<file path="config.mk">
export PLATFORM = sky130hd
export DESIGN_NAME = coin_payer_flat
export DESIGN_NICKNAME = d
export VERILOG_FILES = /design/src/rtl/coin_payer_if.sv /design/src/rtl/coin_payer.sv /design/src/flat_wrapper.sv
export SDC_FILE = /design/constraint.sdc
export NUM_CORES = 1
export LEC_CHECK = 0
export ABC_AREA = 1
export CELL_PAD_IN_SITES_DETAIL_PLACEMENT = 0
export CELL_PAD_IN_SITES_GLOBAL_PLACEMENT = 1
export CORE_MARGIN = 2
export CORE_UTILIZATION = 28
export DETAILED_ROUTE_END_ITERATION = 16
export PLACE_DENSITY = 0.6
export SKIP_CTS_REPAIR_TIMING = 1
export SLEW_MARGIN = 20
export SYNTH_ARGS = -nofsm -noshare
export SYNTH_HDL_FRONTEND = slang
export SYNTH_SLANG_ARGS = --single-unit
</file>
<file path="constraint.sdc">
create_clock -name sys_clk -period 4.1 [get_ports sys_clk]
set_input_delay 1.23 -clock sys_clk [delete_from_list [all_inputs] [get_ports sys_clk]]
set_output_delay 1.23 -clock sys_clk [all_outputs]
set_load 0.01 [all_outputs]
</file>
<file path="src/rtl/coin_payer_if.sv">
// Coin-feeder bus: host request, vending-machine strobe and coin/result outputs.
// master = host/sequencer side, slave = coin_payer.
interface coin_payer_if #(
  parameter int AMT_W = 4
);
  logic             iStart;
  logic [AMT_W-1:0] iAmount;
  logic             iCola;
  logic             poOne;
  logic             poHalf;
  logic             oBusy;
  logic             oDone;
  logic             oTimeout;

  modport master (
    output iStart, iAmount, iCola,
    input  poOne, poHalf, oBusy, oDone, oTimeout
  );

  modport slave (
    input  iStart, iAmount, iCola,
    output poOne, poHalf, oBusy, oDone, oTimeout
  );
endinterface

</file>
<file path="src/rtl/coin_payer.sv">
// coin_payer: pays a half-yuan amount as 1-yuan/0.5-yuan pulses, then waits for OCola.
// Optional `PAY_STATS_EN adds oVendCnt, a saturating count of completed (oDone) vends.
module coin_payer #(
  parameter int AMT_W   = 4,
  parameter int GAP     = 4,
  parameter int TIMEOUT = 16
) (
  input  logic        sys_clk,
  input  logic        sysRstN,
  coin_payer_if.slave bus
`ifdef PAY_STATS_EN
  ,
  output logic [7:0]  oVendCnt
`endif
);

  localparam int CNT_W = $clog2(((GAP > TIMEOUT) ? GAP : TIMEOUT) + 1);
  localparam logic [CNT_W-1:0] GAP_LAST = CNT_W'(GAP - 1);
  localparam logic [CNT_W-1:0] TO_LAST  = CNT_W'(TIMEOUT);
  localparam logic [CNT_W-1:0] CNT_ONE  = CNT_W'(1);
  localparam logic [AMT_W-1:0] AMT_ONE  = AMT_W'(1);
  localparam logic [AMT_W-1:0] AMT_TWO  = AMT_W'(2);

  typedef enum logic [1:0] {IDLE, PAY, GAPW, WAIT} state_t;

  state_t           state_q, state_d;
  logic [AMT_W-1:0] rem_q, rem_d;
  logic [CNT_W-1:0] cnt_q, cnt_d;
  logic             one_q, one_d;
  logic             half_q, half_d;
  logic             done_q, done_d;
  logic             tmo_q, tmo_d;

  logic [AMT_W-1:0] coin_src;
  logic             coin_one;
  logic             coin_half;
  logic [AMT_W-1:0] rem_after;

  // Next coin is drawn from the fresh request in IDLE, otherwise from what remains.
  always_comb begin
    coin_src  = (state_q == IDLE) ? bus.iAmount : rem_q;
    coin_one  = (coin_src >= AMT_TWO);
    coin_half = (coin_src == AMT_ONE);
    rem_after = coin_one ? (coin_src - AMT_TWO) : '0;
  end

  always_comb begin
    state_d = state_q;
    rem_d   = rem_q;
    cnt_d   = cnt_q;
    one_d   = 1'b0;
    half_d  = 1'b0;
    done_d  = 1'b0;
    tmo_d   = 1'b0;
    unique case (state_q)
      IDLE: begin
        if (bus.iStart && (bus.iAmount != '0)) begin
          state_d = PAY;
          one_d   = coin_one;
          half_d  = coin_half;
          rem_d   = rem_after;
          cnt_d   = '0;
        end
      end
      PAY: begin
        if (bus.iCola) begin
          state_d = IDLE;
          done_d  = 1'b1;
          rem_d   = '0;
          cnt_d   = '0;
        end else begin
          state_d = (rem_q == '0) ? WAIT : GAPW;
          cnt_d   = CNT_ONE;
        end
      end
      GAPW: begin
        // An early vend abandons the coins still owed.
        if (bus.iCola) begin
          state_d = IDLE;
          done_d  = 1'b1;
          rem_d   = '0;
          cnt_d   = '0;
        end else if (cnt_q == GAP_LAST) begin
          state_d = PAY;
          one_d   = coin_one;
          half_d  = coin_half;
          rem_d   = rem_after;
          cnt_d   = '0;
        end else begin
          cnt_d = cnt_q + CNT_ONE;
        end
      end
      WAIT: begin
        // iCola takes priority over the timeout on the final edge.
        if (bus.iCola) begin
          state_d = IDLE;
          done_d  = 1'b1;
          cnt_d   = '0;
        end else if (cnt_q == TO_LAST) begin
          state_d = IDLE;
          tmo_d   = 1'b1;
          cnt_d   = '0;
        end else begin
          cnt_d = cnt_q + CNT_ONE;
        end
      end
      default: state_d = IDLE;
    endcase
  end

  always_ff @(posedge sys_clk or negedge sysRstN) begin
    if (!sysRstN) begin
      state_q <= IDLE;
      rem_q   <= '0;
      cnt_q   <= '0;
      one_q   <= 1'b0;
      half_q  <= 1'b0;
      done_q  <= 1'b0;
      tmo_q   <= 1'b0;
    end else begin
      state_q <= state_d;
      rem_q   <= rem_d;
      cnt_q   <= cnt_d;
      one_q   <= one_d;
      half_q  <= half_d;
      done_q  <= done_d;
      tmo_q   <= tmo_d;
    end
  end

  assign bus.poOne    = one_q;
  assign bus.poHalf   = half_q;
  assign bus.oDone    = done_q;
  assign bus.oTimeout = tmo_q;
  assign bus.oBusy    = (state_q != IDLE);

`ifdef PAY_STATS_EN
  logic [7:0] vend_cnt_q, vend_cnt_d;

  always_comb begin
    vend_cnt_d = vend_cnt_q;
    if (done_q && (vend_cnt_q != 8'hFF)) vend_cnt_d = vend_cnt_q + 8'd1;
  end

  always_ff @(posedge sys_clk or negedge sysRstN) begin
    if (!sysRstN) vend_cnt_q <= 8'd0;
    else          vend_cnt_q <= vend_cnt_d;
  end

  assign oVendCnt = vend_cnt_q;
`endif

endmodule

</file>
<file path="src/flat_wrapper.sv">
// flat-port wrapper written by rule: the top's interface ports become plain ports
module coin_payer_flat 
#(
  parameter int AMT_W   = 4,
  parameter int GAP     = 4,
  parameter int TIMEOUT = 16
)
  (sys_clk, sysRstN, bus_iStart, bus_iAmount, bus_iCola, bus_poOne, bus_poHalf, bus_oBusy, bus_oDone, bus_oTimeout);
  coin_payer_if #(.AMT_W(AMT_W)) bus_i ();
  input  logic sys_clk;
  input  logic sysRstN;
  input wire logic [$bits(bus_i.iStart)-1:0] bus_iStart;
  input wire logic [$bits(bus_i.iAmount)-1:0] bus_iAmount;
  input wire logic [$bits(bus_i.iCola)-1:0] bus_iCola;
  output wire logic [$bits(bus_i.poOne)-1:0] bus_poOne;
  output wire logic [$bits(bus_i.poHalf)-1:0] bus_poHalf;
  output wire logic [$bits(bus_i.oBusy)-1:0] bus_oBusy;
  output wire logic [$bits(bus_i.oDone)-1:0] bus_oDone;
  output wire logic [$bits(bus_i.oTimeout)-1:0] bus_oTimeout;
  assign bus_i.iStart = bus_iStart;
  assign bus_i.iAmount = bus_iAmount;
  assign bus_i.iCola = bus_iCola;
  assign bus_poOne = bus_i.poOne;
  assign bus_poHalf = bus_i.poHalf;
  assign bus_oBusy = bus_i.oBusy;
  assign bus_oDone = bus_i.oDone;
  assign bus_oTimeout = bus_i.oTimeout;
  coin_payer #(.AMT_W(AMT_W), .GAP(GAP), .TIMEOUT(TIMEOUT)) u_core (.sys_clk(sys_clk), .sysRstN(sysRstN), .bus(bus_i));
endmodule
</file>
==> run_results.csv, run 1 <==
group,metric,value,unit
power_and_ir_drop,cellLeakagePower,0.639,nW
clocking,cts_root_buffer,"clkbuf_8",
sta,drv_slew,0,
clocking,cts.sinks,15,
run_status,outcome,"finished, final reports clean",
drt,num_vias,856,
logic_synthesis,async_flop_share,1.00,
floorplanning,die_h,65.0,um
floorplanning,dieWidth,65.0,um
drt,wl_per_cell,10.8,um
floorplanning,coreArea,0.00363,mm^2
layout,mostFrequentLayoutCells,"nand2_1 (33), inv_1 (19), dfrtp_1 (15)",
worst_setup_path,worstPathCellList,"inv_1, ha_1, inv_4, clkdlybuf4s50_1",
sta,tightest_slew,0.704,ns
grt,grt_pass1_vias,913,
sta,setup_viol_count_final,0,
sta,fin_setup_tns,0,ns
logic_synthesis,ys.flop_type,"dfrtp_1",
clocking,cts_inserted_buffers,3,
worst_setup_path,r2r_slack,2.26,ns
drt,drtIter0Drc,15,
worst_setup_path,required,2.87,ns
sta,clock_skew,0.00281,ns
logic_synthesis,yosysTopAreaCellShare,0.360,
worst_setup_path,endpoint_kind,"output port",
drt,vias_per_cell,4.32,
worst_hold_path,holdPathEnd,"u_core.rem_q[1]$_DFFE_PN0P_",
floorplanning,rows,22,
drt,drc,0,
clocking,tritoncts,"yes",
logic_synthesis,postSynthCellCount,136,
grt,grt_overflow,0,
logic_synthesis,ys_seq_area_frac,0.360,
sta,hold_viol,0,
logic_synthesis,synth_nets,151,
power_and_ir_drop,ir_drop,198,uV
sta,relSlewSlack,0.529,
drt,wl,2.14,mm
worst_setup_path,r2r-end,"u_core.rem_q[3]$_DFFE_PN0P_",
worst_hold_path,worst_hold_path_type,"reg -> reg",
logic_synthesis,ys_seq_elements,15,
layout,diodes,0,
worst_setup_path,critPathMaxStageDelay,0.56,ns
logic_synthesis,yosysWarnings,0,
layout,final_nets,166,
grt,grt_max_degree,16,
layout,drive_above_1_share,0.207,
worst_setup_path,crit_family,"buffers and inverters",
drt,drt.antenna.violating_nets,0,
logic_synthesis,syn_avg_cell_area,7.67,um^2
worst_setup_path,r2r_cells,11,
worst_setup_path,worstReg2RegStart,"u_core.state_q[0]$_DFFE_PN0P_",
clocking,clockBufferDepth,2,
logic_synthesis,synth_area,0.00104,mm^2
worst_hold_path,whs_path_depth,2,
worst_setup_path,critPathMaxFanout,14,
flow_run,maxCapViolCount,0,
clocking,htree_levels,1,
worst_setup_path,cp.arrival,1.85,ns
placed_design,place_congestion,0.759,
clocking,clock_latency,0.25,ns
drt,drtPass1Iterations,3,
layout,final_common_cell,"nand2_1",
sta,whs,0.486,ns
logic_synthesis,synth.distinct_cells,23,
worst_setup_path,path_class,"reg -> out",
sta,grt_setup_unrepaired,"false",
worst_setup_path,slowest_stage,"clkdlybuf4s50_1",
grt,grt_pass1_wl,3.78,mm
floorplanning,start_util,0.287,
power_and_ir_drop,power.total,0.841,mW
worst_setup_path,cp-start-kind,"flop",
floorplanning,dieArea,0.00423,mm^2
logic_synthesis,synth_edf_count,0,
logic_synthesis,ys_top_cells_by_area,"dfrtp_1 (36%), nand2_1 (12%), ha_1 (8.4%), inv_1 (6.8%), nand2_2 (6.6%)",
layout,area_delta_synth_final,19.5,%
worst_hold_path,hold_start,"u_core.rem_q[1]$_DFFE_PN0P_",
grt,track_usage,0.116,
sta,fmax,325,MHz
sta,fin_crit,3.08,ns
sta,finalCritPeriodShare,0.750,
grt,antenna_found_initial,0,
worst_setup_path,critPathBufInv,3,
placed_design,io_buffers,12,
placed_design,dpl.hpwl,1.75,mm
floorplanning,ioPinCount,13,
logic_synthesis,synth_top_cell_by_area,"dfrtp_1",
clocking,path_clk_slew,0.07,ns
power_and_ir_drop,power.density,674,mW/mm^2
## how the worst max path moves through the flow
stage	startpoint	end	slack [ns]	depth (start not counted)
floorplan	u_core.state_q[0]$_DFFE_PN0P_	bus_oBusy	1.91	5
global placement	u_core.state_q[0]$_DFFE_PN0P_	bus_oBusy	1.35	4
detailed placement	u_core.state_q[0]$_DFFE_PN0P_	bus_oBusy	1.29	4
CTS	u_core.state_q[0]$_DFFE_PN0P_	bus_oBusy	1.01	4
global route	u_core.state_q[1]$_DFFE_PN0P_	bus_oBusy	0.93	4
finish	u_core.state_q[0]$_DFFE_PN0P_	bus_oBusy	1.02	4
## logic make-up (layout without fill, tap and decap cells)
group,after synthesis,after routing,synth area share
AOI/OAI and AO/OA,9,9,0.0552
adders and majority gates,7,7,0.0839
buffers and inverters,25,39,0.109
DFF,15,15,0.360
and+or+nand+nor,80,80,0.392
## worst register-to-register path, cell delays in order, from the launching register on
cell and delay (ns):
dfrtp_1 0.41, inv_1 0.09, ha_1 0.40, inv_4 0.17, nand2_2 0.09, nand2_2 0.07
ha_1 0.21, nand3_1 0.08, nand2_1 0.05, nor2_1 0.10, nand2_1 0.05, nand2_1 0.05
## state kept, by name (all words and copies together) (netlist names)
register and cells:
u_core.state_q 2, u_core.bus.poOne 1, u_core.bus.oDone 1, u_core.bus.poHalf 1, u_core.cnt_q 5, u_core.rem_q 4, u_core.bus.oTimeout 1
## metal layers
metal	part of all wire	global-route usage	vias up
li1	-	-	447
met1	0.46	0.131	400
met2	0.51	0.210	5
met3	0.021	0.0313	4
met4	0.017	0.0391	0
met5	0	0	-
## power breakdown
group,switching [mW],internal (mW),total (mW)
combinational,0.319,0.186,0.505
clock,0.0583,0.0675,0.126
sequential,0.0234,0.187,0.210
## synth_stat cells, types with 2 or more instances
library cell  number
nor2_1            11
o22ai_1            2
ha_1               7
nand2_2           11
nor2_2             2
nand3_1           13
dfrtp_1           15
inv_2              2
nor2_4             2
inv_1             19
inv_4              2
nand2_4            3
buf_6              2
o21ai_1            2
nand2_1           33
nand3_2            3
## cell type report
class | instances | area [um^2]
Timing Repair Buffer | 12 | 120
Tap cell | 48 | 60.1
Fill cell | 406 | 2390
Multi-Input combinational cell | 96 | 554
Clock buffer | 3 | 41.3
Inverter | 23 | 91.3
Clock inverter | 1 | 5.00
Sequential cell | 15 | 375
## through the flow
step	std cells	setup WS (ns)	util	area, um^2
after CTS	198	1.01	0.343	1250
after floorplan	136	1.91	-	1040
after detailed placement	194	1.29	0.331	1200
final	198	1.02	0.343	1250
after global placement	194	1.35	0.331	1200
after global routing	198	0.927	0.343	1250
No activity file was read; power rests on OpenSTA's default activity.
==> run 2: changes to the inputs <==
Settings changed: PLACE_DENSITY 0.6 to 0.62.
Clock period 4.1 ns to 2.75 ns, I/O delays scaled along.
==> run_results.csv, run 2 (same netlist as run 1, synthesis figures left out) <==
group,metric,value,unit
clocking,cts.sinks,15,
clocking,tritoncts,"yes",
power_and_ir_drop,power.density,1010,mW/mm^2
sta,hold_viol,0,
sta,clock_skew,0.00302,ns
placed_design,dp.cells,195,
power_and_ir_drop,ir_drop,347,uV
sta,relSlewSlack,0.518,
floorplanning,rows,22,
sta,grt_setup_unrepaired,"false",
grt,grt_pass1_vias,904,
layout,multiInputGateArea,554,um^2
layout,regMostFlops,"u_core.cnt_q",
sta,setup_viol_count_final,0,
layout,top_regs,"u_core.cnt_q (5), u_core.rem_q (4), u_core.state_q (2)",
worst_setup_path,critPathMaxFanout,8,
worst_setup_path,cp_num_cells,4,
floorplanning,dieWidth,65.0,um
drt,drtPass1Iterations,4,
grt,track_usage,0.120,
clocking,path_clk_slew,0.06,ns
layout,regArea,375,um^2
placed_design,dpl.hpwl,1.76,mm
floorplanning,ioPinCount,13,
grt,grt_pass1_wl,3.86,mm
drt,drtIter0Drc,25,
worst_setup_path,endpoint_kind,"output port",
flow_run,maxCapViolCount,0,
layout,final_nets,167,
floorplanning,die_h,65.0,um
grt,antenna_found_initial,0,
clocking,clockBufferDepth,2,
run_status,outcome,"finished, final reports clean",
worst_setup_path,path_class,"reg -> out",
worst_setup_path,cp-start-kind,"flop",
drt,drc,0,
floorplanning,dieArea,0.00423,mm^2
sta,fin_setup_tns,0,ns
grt,grt_max_degree,16,
layout,area_delta_synth_final,20.1,%
layout,nFillCells,396,
sta,fmax,400,MHz
worst_setup_path,critPathBufInv,3,
placed_design,place_congestion,0.744,
grt,grt_overflow,0,
drt,drt.antenna.violating_nets,0,
drt,num_vias,877,
worst_setup_path,slowest_stage,"clkdlybuf4s50_1",
floorplanning,start_util,0.287,
sta,drv_slew,0,
worst_setup_path,worstPathCellList,"inv_1, ha_1, inv_4, clkdlybuf4s50_1",
layout,largest_register_ffs,5,
worst_setup_path,cp.arrival,1.68,ns
sta,fin_crit,2.50,ns
layout,final_common_cell,"nand2_1",
drt,wl,2.21,mm
sta,tightest_slew,0.721,ns
clocking,cts_root_buffer,"clkbuf_8",
layout,final_cells,199,
worst_hold_path,whs_path_depth,2,
clocking,clock_latency,0.25,ns
clocking,cts_inserted_buffers,3,
sta,finalCritPeriodShare,0.910,
worst_hold_path,worst_hold_path_type,"reg -> reg",
layout,mostFrequentLayoutCells,"nand2_1 (33), inv_1 (19), dfrtp_1 (15)",
clocking,htree_levels,1,
floorplanning,coreArea,0.00363,mm^2
worst_setup_path,crit_family,"buffers and inverters",
worst_setup_path,critPathMaxStageDelay,0.53,ns
worst_setup_path,required,1.93,ns
drt,vias_per_cell,4.41,
placed_design,io_buffers,12,
power_and_ir_drop,power.total,1.27,mW
drt,wl_per_cell,11.1,um
power_and_ir_drop,cellLeakagePower,0.641,nW
layout,diodes,0,
layout,drive_above_1_share,0.205,
worst_setup_path,r2r_cells,12,
## run 2: cell types whose count changed in the layout (fill, tap and decap cells not counted), sizes merged
| cell | change |
|---|---|
| buf | +1 |
| clkbuf | +1 |
| clkinv | -1 |
## run 2: path summary, 6_finish.rpt
kind	from	end	slack (ns)
max reg2reg	u_core.state_q[0]$_DFFE_PN0P_	u_core.rem_q[3]$_DFFE_PN0P_	0.88
min	u_core.rem_q[0]$_DFFE_PN0P_	u_core.rem_q[0]$_DFFE_PN0P_	0.49
max in group asynchronous	sysRstN	u_core.rem_q[0]$_DFFE_PN0P_	1.29
min reg2reg	u_core.rem_q[0]$_DFFE_PN0P_	u_core.rem_q[0]$_DFFE_PN0P_	0.49
min in group asynchronous	sysRstN	u_core.cnt_q[1]$_DFFE_PN0P_	1.00
max	u_core.state_q[0]$_DFFE_PN0P_	bus_oBusy	0.25
## run 2: final cells by class
cell class,count,share of cell area
inverters,23,0.0729
repair buffers,13,0.102
multi-input cells,96,0.442
flip-flops and latches,15,0.299
clock buffers,4,0.0359
well taps,48,0.0479
## run 2: through the flow
| step | cell area [um^2] | setup WS, ns | hold slack, ns | util |
|---|---|---|---|---|
| floorplan | 1040 | 0.961 | 0.449 | - |
| global placement | 1210 | 0.551 | 0.468 | 0.333 |
| detailed placement | 1210 | 0.505 | 0.478 | 0.333 |
| CTS | 1250 | 0.223 | 0.491 | 0.345 |
| global route | 1250 | 0.137 | 0.535 | 0.345 |
| finish | 1250 | 0.249 | 0.492 | 0.345 |
## run 2: layer usage
| layer | global-route usage | vias up | routed length (um) |
|---|---|---|---|
| li1 | - | 454 | - |
| met1 | 0.133 | 404 | 931 |
| met2 | 0.219 | 16 | 1140 |
| met3 | 0.0278 | 3 | 106 |
| met4 | 0.0469 | 0 | 34 |
| met5 | 0 | - | 0 |
## run 2: worst reg2reg max path: cells and delay by family, from the launching register on
family,cells,cell delay (ns)
flip-flops,1,0.41
buffers and inverters,3,0.35
adder cells (fa/ha/maj),2,0.60
AND/OR/NAND/NOR,7,0.46
## run 2: power by group
group          internal, mW  switching (mW)
Combinational         0.292           0.479
Clock                 0.103          0.0803
Sequential            0.279          0.0351
Total                 0.673           0.594
==> variant: new RTL, config.mk and constraints of run 2 <==
`TIMEOUT` is set to 16 in 2 places; all go to 32.
--- a/src/rtl/coin_payer.sv
+++ b/src/rtl/coin_payer.sv
@@ -5,3 +5,3 @@
   parameter int GAP     = 4,
-  parameter int TIMEOUT = 16
+  parameter int TIMEOUT = 32
 ) (
--- a/src/flat_wrapper.sv
+++ b/src/flat_wrapper.sv
@@ -5,3 +5,3 @@
   parameter int GAP     = 4,
-  parameter int TIMEOUT = 16
+  parameter int TIMEOUT = 32
 )
Behaviour: same outputs for any inputs over 10 cycles, from zero or initial values and one cycle with sysRstN low; that may be too few to reach the edited logic, so the function may still have changed.
==> variant against run 2 <==
Via count up 4.9%; routed wire length up 8.9%; setup slack got worse by 0.027 ns; design area rose by 1.8%; global-route usage increased by 0.99 points; sequential cell count increased by 1; power decreased by 3.1%; hold slack better by 0.032 ns; area after synthesis is 0.60% lower; critical path type unchanged.
==> variant: results (changes against run 2) <==
[routing]
drc=0  ; unchanged
viasPerCell=4.510  ; +2.3%
dr_total_vias=920  ; +4.9%
drt_iter0_drc=75  ; +200%
firstDrtPassIters=4  ; unchanged
wirelength_mm=2.407  ; +8.9%

[finish]
fillers=386  ; -2.5%
drive_gt1_share_pct=10.26  ; -10 points
fin_nets=173  ; +3.6%
diodes=0  ; unchanged
reg.largest.list=u_core.cnt_q x6, u_core.rem_q x4, u_core.state_q x2

[power_and_ir_drop]
leakagePower_uw=0.0006547  ; +2.2%
ir_worst_vdd_mv=0.3536  ; +2.0%

[global_route]
grt_overflow=0  ; unchanged
first_global_vias=887  ; -1.9%
grt_first_pass_wirelength_mm=4.140  ; +7.1%
grt_max_degree=17  ; +1
gr-usage-all-layers_pct=12.95  ; +0.99 points
antenna_found_initial=0  ; unchanged

[synth]
yosysWarnings=0  ; unchanged
ys_async_sr_fraction_pct=100.0  ; unchanged
yosys-top-cells-count=nand2_1 (40), dfrtp_1 (16), inv_1 (16)
synthCells=139  ; +2.2%
yosysUniqueCellTypes=24  ; +4.3%
synth.top_cells.by_area=dfrtp_1 (39%), nand2_1 (14%), ha_1 (9.7%)
ys_seq_area_share_pct=38.60  ; +2.6 points
ys.flop_type=dfrtp_1
synth_nets=155  ; +2.6%

[sta]
fin_worst_skew_ns=0.005867  ; +0.002842 ns
tns_ns=0  ; unchanged
slew_headroom_pct=83.37  ; +32 points

[placement]
gp_congestion=0.8058  ; +8.3%
port_buffers=12  ; unchanged
hpwl_mm=1.837  ; +4.4%
place_inst=200  ; +2.6%
post_dp_cell_area_sq_um=1221  ; +1.0%

[min_path]
hold_class=reg -> reg
holdCritStartpoint=u_core.rem_q[2]$_DFFE_PN0P_

[setup_path]
crit_slowest_cell=clkdlybuf4s50_1
reg2reg_from=u_core.state_q[0]$_DFFE_PN0P_
crit_start=u_core.state_q[0]$_DFFE_PN0P_
arrival_ns=1.70  ; +0.02 ns
path_delay_family=buffers and inverters
cp_slowest_stage_delay_ns=0.57  ; +0.04 ns
critical_path.max_fanout=10  ; +2

[cts]
clock-root-buffer=clkbuf_8
numCtsBuffers=3  ; unchanged
clockBufferDepth=2  ; unchanged
clk_latency_ns=0.25  ; about the same
cts_max_level=1  ; unchanged
clkTransAtPathRegs_ns=0.06  ; about the same

[status]
status=completed

-- variant: changes by cell type after synthesis, moves of 3 or more --
cell | before | now
inv_1 | 19 | 16
nor2_1 | 11 | 14
nand2_2 | 11 | 2
nand2_1 | 33 | 40
-- variant: per-stage QoR --
step / utilization [%] / total power, uW / setup slack [ns] / hold slack, ns
floorplan: - / 849.6 / 1.050 / 0.4705
global placement: 33.87 / 1029 / 0.4448 / 0.5114
detailed placement: 33.87 / 1027 / 0.4350 / 0.5126
CTS: 35.39 / 1250 / 0.2009 / 0.5314
global route: 35.39 / 1364 / 0.1225 / 0.5685
finish: 35.39 / 1228 / 0.2220 / 0.5242
-- variant: kinds of logic (layout without fill, tap and decap cells) --
family | Yosys count | count (layout) | share of synthesized area [%]
compound gates | 14 | 14 | 8.444
fa+ha+maj | 8 | 8 | 9.651
buf+inv | 21 | 38 | 8.323
flops | 16 | 16 | 38.60
mux | 1 | 1 | 0.9651
simple gates | 79 | 79 | 34.02
-- variant: per-layer routing --
layer,GRT usage [%],vias up,routed length [um]
met5,0,-,0
met3,3.646,4,69
li1,-,481,-
met4,3.989,0,30
met2,23.20,11,1226
met1,14.79,424,1081
-- variant: worst min-delay path: cells and delay by family, from the launching register on --
family           cells  cell delay [ns]
and+or+nand+nor      2             0.12
DFF                  1             0.37
-- variant: final timing paths --
check,slack [ns],cells after the start,to
setup reg to reg,0.96,11,u_core.rem_q[3]$_DFFE_PN0P_
hold reg to reg,0.52,2,u_core.rem_q[2]$_DFFE_PN0P_
max in group asynchronous,1.66,2,u_core.bus.oDone$_DFF_PN0_
hold / removal,0.52,2,u_core.rem_q[2]$_DFFE_PN0P_
min in group asynchronous,0.89,2,u_core.cnt_q[2]$_DFFE_PN0P_
setup / recovery,0.22,4,bus_oBusy
-- variant: area by class of cell --
type                            instances  area (sq um)  share of cell area, %
Tap cell                               48         60.06                  4.706
Inverter                               20         75.07                  5.882
Sequential cell                        16         400.4                  31.37
Multi-Input combinational cell        102         550.5                  43.14
Timing Repair Buffer                   14         135.1                  10.59
Clock buffer                            4         55.05                  4.314
-- variant: report_power, final --
| part | total (uW) | internal [uW] | switching, uW |
|---|---|---|---|
| Combinational | 677 | 255 | 422 |
| Clock | 214 | 127 | 86.4 |
| Sequential | 337 | 291 | 46.0 |
| Total | 1230 | 673 | 555 |
